--- config.mk ---
export PLATFORM = sky130hd
export DESIGN_NAME = pipe_adder
export DESIGN_NICKNAME = d
export VERILOG_FILES = /design/src/rtl/pipe_adder.sv
export SDC_FILE = /design/constraint.sdc
export NUM_CORES = 1
export LEC_CHECK = 0
export CORE_ASPECT_RATIO = 0.9
export CORE_MARGIN = 4
export CORE_UTILIZATION = 59
export DETAILED_ROUTE_END_ITERATION = 7
export PLACE_DENSITY = 0.83
export SLEW_MARGIN = 15
export SYNTH_ARGS = -nofsm -noshare
export SYNTH_HDL_FRONTEND = slang
export SYNTH_SLANG_ARGS = --single-unit
--- constraint.sdc ---
create_clock -name clk -period 3.1 [get_ports clk]
set_clock_uncertainty 0.2 [all_clocks]
set_input_delay 0.62 -clock clk [delete_from_list [all_inputs] [get_ports clk]]
set_output_delay 0.62 -clock clk [all_outputs]
set_load 0.005 [all_outputs]
--- src/rtl/pipe_adder.sv ---
// Segmented carry-pipelined adder/subtractor with valid/ready handshake and global stall.
// Optional signed-overflow output enabled by defining PIPE_ADDER_OVF_EN.
module pipe_adder #(
    parameter int unsigned WIDTH = 16,
    parameter int unsigned SEG_W = 4
) (
    input  logic             clk,
    input  logic             rst_n,
    input  logic             in_valid,
    output logic             in_ready,
    input  logic [WIDTH-1:0] a,
    input  logic [WIDTH-1:0] b,
    input  logic             cin,
    input  logic             sub,
    output logic             out_valid,
    input  logic             out_ready,
    output logic [WIDTH-1:0] sum,
    output logic             cout
`ifdef PIPE_ADDER_OVF_EN
    ,
    output logic             ovf
`endif
);

    localparam int unsigned NSTG = WIDTH / SEG_W;
    localparam logic [WIDTH-1:0] ONES = '1;

    logic             en;

    // Inputs seen by each stage: stage 0 from the ports, stage k from register k-1
    logic [WIDTH-1:0] a_in [NSTG];
    logic [WIDTH-1:0] b_in [NSTG];
    logic [WIDTH-1:0] s_in [NSTG];
    logic             c_in [NSTG];
    logic             v_in [NSTG];
    logic [SEG_W:0]   seg_r [NSTG];

    logic [WIDTH-1:0] a_d [NSTG];
    logic [WIDTH-1:0] a_q [NSTG];
    logic [WIDTH-1:0] b_d [NSTG];
    logic [WIDTH-1:0] b_q [NSTG];
    logic [WIDTH-1:0] s_d [NSTG];
    logic [WIDTH-1:0] s_q [NSTG];
    logic             c_d [NSTG];
    logic             c_q [NSTG];
    logic             v_d [NSTG];
    logic             v_q [NSTG];

    assign out_valid = v_q[NSTG-1];
    assign sum       = s_q[NSTG-1];
    assign cout      = c_q[NSTG-1];
    assign in_ready  = !(out_valid && !out_ready);
    assign en        = in_ready;

    // Subtraction is folded in at entry (b inverted, carry forced to 1), so only
    // the effective operand and carry need to travel down the pipe.
    always_comb begin
        a_in[0] = a;
        b_in[0] = sub ? ~b : b;
        c_in[0] = sub | cin;
        s_in[0] = '0;
        v_in[0] = in_valid;
        for (int unsigned k = 1; k < NSTG; k++) begin
            a_in[k] = a_q[k-1];
            b_in[k] = b_q[k-1];
            c_in[k] = c_q[k-1];
            s_in[k] = s_q[k-1];
            v_in[k] = v_q[k-1];
        end
    end

    // Operands keep only the segments still to be added; sums keep only finished segments.
    always_comb begin
        for (int unsigned k = 0; k < NSTG; k++) begin
            seg_r[k] = (SEG_W+1)'(a_in[k][k*SEG_W +: SEG_W])
                     + (SEG_W+1)'(b_in[k][k*SEG_W +: SEG_W])
                     + (SEG_W+1)'(c_in[k]);
            a_d[k]   = a_in[k] & (ONES << ((k + 1) * SEG_W));
            b_d[k]   = b_in[k] & (ONES << ((k + 1) * SEG_W));
            s_d[k]   = s_in[k] | (WIDTH'(seg_r[k][SEG_W-1:0]) << (k * SEG_W));
            c_d[k]   = seg_r[k][SEG_W];
            v_d[k]   = v_in[k];
        end
    end

    always_ff @(posedge clk or negedge rst_n) begin
        if (!rst_n) begin
            for (int unsigned k = 0; k < NSTG; k++) begin
                a_q[k] <= '0;
                b_q[k] <= '0;
                s_q[k] <= '0;
                c_q[k] <= 1'b0;
                v_q[k] <= 1'b0;
            end
        end else if (en) begin
            a_q <= a_d;
            b_q <= b_d;
            s_q <= s_d;
            c_q <= c_d;
            v_q <= v_d;
        end
    end

`ifdef PIPE_ADDER_OVF_EN
    logic ovf_d;
    logic ovf_q;

    // Overflow when both effective operands share a sign that the result does not.
    always_comb begin
        ovf_d = (a_in[NSTG-1][WIDTH-1] == b_in[NSTG-1][WIDTH-1])
             && (seg_r[NSTG-1][SEG_W-1] != a_in[NSTG-1][WIDTH-1]);
    end

    always_ff @(posedge clk or negedge rst_n) begin
        if (!rst_n) begin
            ovf_q <= 1'b0;
        end else if (en) begin
            ovf_q <= ovf_d;
        end
    end

    assign ovf = ovf_q;
`endif

endmodule

======== Word-level counts from Yosys, hierarchy flattened ========
Cells that the tools add are included.
W data, S select, Z words.
storage, ports and cells
  flip-flop bits (word level) ............. 108
  input bits .............................. 38
  output and inout port bits .............. 19
  word-level logic and storage cells ...... 35
operators by class
  $add $sub $neg .......................... 8
  muxes and demuxes ....................... 1
  bitwise logic cells ..................... 5
  reductions and logical operators ........ 3
operators by type and width
  kind                 count
  $add A4 B4 Y5        4
  $add A5 B1 Y5        4
  $mux W16             1
  $not A16 Y16         1
  $or A16 B12 Y16      1
  $or A16 B16 Y16      1
  $or A4 B8 Y8         1
  $logic_not A1 Y1     2
  $logic_and A1 B1 Y1  1
  $or A1 B1 Y1         1

======== Depth between registers and ports, before layout ========
  word-level depth ........................ 4
  mapped depth ............................ 8
  depth with buffers taken out ............ 6

======== Worst setup path after synthesis ========
Ideal clock, no wire load.
  path kind ............................... input-to-reg
  from .................................... in sub
  to ...................................... reg c_q (netlist bit c_in[2])
  library setup time ...................... 0.127 ns
  arrival time ............................ 2.459 ns
  required time ........................... 2.773 ns
  slack ................................... 0.314 ns
  stages on the path ...................... 8
  path buffers ............................ 2
  cells stage by stage .................... buf_4 buf_6 or2_2 fa_1 fa_1 a21o_1 a211oi_1 a21oi_1
between the ends
  cells in the longest elaborated chain, start to end .. 3
  elaborated cells between the ends (all ways) .. 4
  those cells by class .................... 2 x add/sub; 1 x mux; 1 x bitwise
RTL lines
  element                         line  text
  start: declaration              14    input logic sub,
  $mux W16                        59    b_in[0] = sub ? ~b : b;
  $add A4 B4 Y5                   76    + (SEG_W+1)'(b_in[k][k*SEG_W +: SEG_W])
  $add A5 B1 Y5 *                 77    + (SEG_W+1)'(c_in[k]);
  end signal: indexed assignment  92    c_q[k] <= 1'b0;
  end signal: assignment          99    c_q <= c_d;
  end: declaration                45    logic c_q [NSTG];
Every way passes the cells marked *; elsewhere a longest branch is shown, timed or not.
A chain may end at the register's enable or synchronous reset.

======== Worst setup path after layout ========
Ends and elaborated chain as after synthesis.

==> summary.txt <==
slowest CP cell - clkdlybuf4s50_1
RSZ-0062 raised after global routing - false
ANT cells - 0
power per cell area - 954.4 mW/mm²
footprint of the multi-input gates - 0.001669 mm²
CP max stage delay - 0.47 ns
CP Launch Type - input pin
outcome - finished, final reports clean
Lkg Pwr - 2.531 nW
hold bufs inserted after CTS - 0
Area contributors post-synth - dfrtp_1, nand2_1, fa_1
CP top delay family - adder cells
synth warn - 0
ys flop type - dfrtp_1
Post-synth EDFFs - 0
CP Max Fanout - 3
Detailed Routing Iterations Pass 1 - 4
r2r endpoint - cout
Layout area overhead - 19.56%
Avg WL per Cell - 13.28 µm
final hold violations - 0
crit-path cells - clkdlybuf4s50_1 -> or2_2 -> fa_1 -> fa_1 -> a21o_1 -> a211oi_1 -> a21oi_1
Final Net Count - 556
Rel. slew slack - 41.92%
most frequent cells in the layout - nand2_1, dfrtp_1, clkdlybuf4s50_1
GRT Overall Usage - 20.20%
CTS tree - done
post-route cell area - 0.005077 mm²
Max Fclk - 0.3704 GHz
CTS Buf Count - 9
crit path kind - input pin to register
CP Data Required Time - 3.13 ns
cell row count - 29
number of max-cap violations - 0
Worst Reg-to-Reg Cells - 5
FF+latch area - 0.002402 mm²
CTS sink count - 96
maximum VDD drop - 0.3657 mV
crit end category - register
Synth Instances - 450
grt ovf - 0
Reg clk slew, reported paths - 0.08 ns
Mean Syn Cell Area - 9.437 µm²
final setup fails - 0
setup total negative slack - 0 ns
Async S/R FF share, synth - 100.0%
worst-skew pair later-pin latency - 0.36 ns
residual DRC count - 0
initial antenna violation count - 0
clk root buf - clkbuf_8
vias in the first global route - 3124
cell area after synthesis - 0.004247 mm²
Data arrival, critical path - 2.73 ns
total number of vias - 3034
clock buffer depth - 2
final period utilization - 87.09%
layout cells sized above 1 - 4.582%
Die Width - 97.43 µm
Iter 0 DRT Violations - 149
post-CTS resize count - 0
Setup crit start - sub
cell mode on critical path - fa_1
fillers - 533
R2R Setup Slk - 0.98 ns
commonest non-fill, non-tap cell in the layout - nand2_1
R2R Path Start - a_in[12]
HPWL Detailed - 5.229 mm
initial core utilization - 60.33%
#FFs+latches synth - 96
worst hold path class - input pin to async pin
Post-CTS Setup Bufs - 0
Core Area - 0.007039 mm²
# IOs - 57
Synth Net Count - 508
DIE HEIGHT - 88.49 µm
buffers added on ports - 56
Synth cell types - 27
Final Max Tran Viols - 0
Worst-Margin Slew - 0.8712 ns
largest net degree at the start of global routing - 103
DP Area - 0.004842 mm²
vias per cell - 5.099
drt total wl - 7.902 mm
power consumption - 4.846 mW
global-route wire length before repair - 13.76 mm
area leader, netlist - dfrtp_1
Seq/Total Area, Yosys - 56.57%
post-synth top area share - 56.57%
Final min period - 2.700 ns
Die ar. - 0.008621 mm²
Final ANT Viol Nets - 0
# H-tree levels - 3
Final Util - 72.13%
RePlAce Congestion - 0.7456
WP buf/inv - 1
[Yosys cell counts, types with 2 or more instances]
| cell | instances |
|---|---|
| buf_2 | 17 |
| o21ai_0 | 17 |
| nand2_1 | 214 |
| a21o_1 | 5 |
| nor2_1 | 11 |
| ha_1 | 12 |
| a21oi_1 | 14 |
| buf_4 | 3 |
| fa_1 | 8 |
| inv_1 | 10 |
| xor2_1 | 11 |
| dfrtp_1 | 96 |
| xnor2_1 | 12 |
| o21ai_1 | 6 |
| buf_6 | 2 |
[logic make-up (layout without fill, tap and decap cells)]
| group | after synthesis | count (layout) | share of synthesized area (%) |
|---|---|---|---|
| adders and majority gates | 20 | 20 | 7.307 |
| buffers and inverters | 34 | 86 | 4.125 |
| and+or+nand+nor | 232 | 232 | 21.24 |
| DFF | 96 | 96 | 56.57 |
| muxes | 1 | 1 | 0.2357 |
| AOI/OAI and AO/OA | 44 | 44 | 5.775 |
| xor gates and xnor gates | 23 | 23 | 4.744 |
[state kept, by name, summed over array words and instances (netlist names)]
register,cells
a_d,12
a_in,12
b_d,12
b_in,12
c_in,3
cout,1
out_valid,1
s_in,24
sum,16
v_d,3
[layer usage]
metal / global-route usage [%] / routed length, µm / vias up
met5: 0 / 0 / -
met4: 8.176 / 128 / 0
met3: 4.492 / 344 / 11
met2: 34.66 / 3941 / 70
met1: 25.46 / 3487 / 1461
li1: - / - / 1492
[how the worst max path moves through the flow]
stage | slack [ns] | end | depth (start not counted)
6_report | 0.40 | c_in[2] | 7
5_1_grt | 0.34 | c_in[2] | 7
4_1_cts | 0.39 | c_in[2] | 7
3_5_place_dp | 0.008 | c_in[2] | 7
3_3_place_gp | 0.05 | c_in[2] | 7
2_1_floorplan | 0.31 | c_in[2] | 8
[worst reg2reg max path, delay by kind of cell (launching register included)]
family	cells	cell delay, ns
adder cells (fa/ha/maj)	2	0.91
flip-flops	1	0.42
AO/OA/AOI/OAI	3	0.44
[power breakdown]
part	internal [mW]	total [mW]	switching (mW)	leakage (nW)
clock	0.555	0.963	0.408	0.117
sequential	1.81	2.13	0.323	1.16
combinational	0.821	1.75	0.929	1.26
total	3.19	4.85	1.66	2.53
[area by class of cell]
type / instances / share of cell area [%]
Clock buffer: 12 / 2.859
Clock inverter: 3 / 1.774
Inverter: 11 / 0.8132
Multi-Input combinational cell: 320 / 32.87
Sequential cell: 96 / 47.31
Tap cell: 93 / 2.292
Timing Repair Buffer: 60 / 12.07
[per-stage QoR]
step | hold slack [ns] | cells | setup slack [ns]
2_1_floorplan | 0.1244 | 450 | 0.3140
3_3_place_gp | 0.2410 | 580 | 0.05332
3_5_place_dp | 0.2550 | 580 | 0.007550
4_1_cts | 0.02420 | 595 | 0.3864
5_1_grt | 0.04701 | 595 | 0.3448
6_report | 0.02272 | 595 | 0.4003
(Power assumes the default switching activity.)
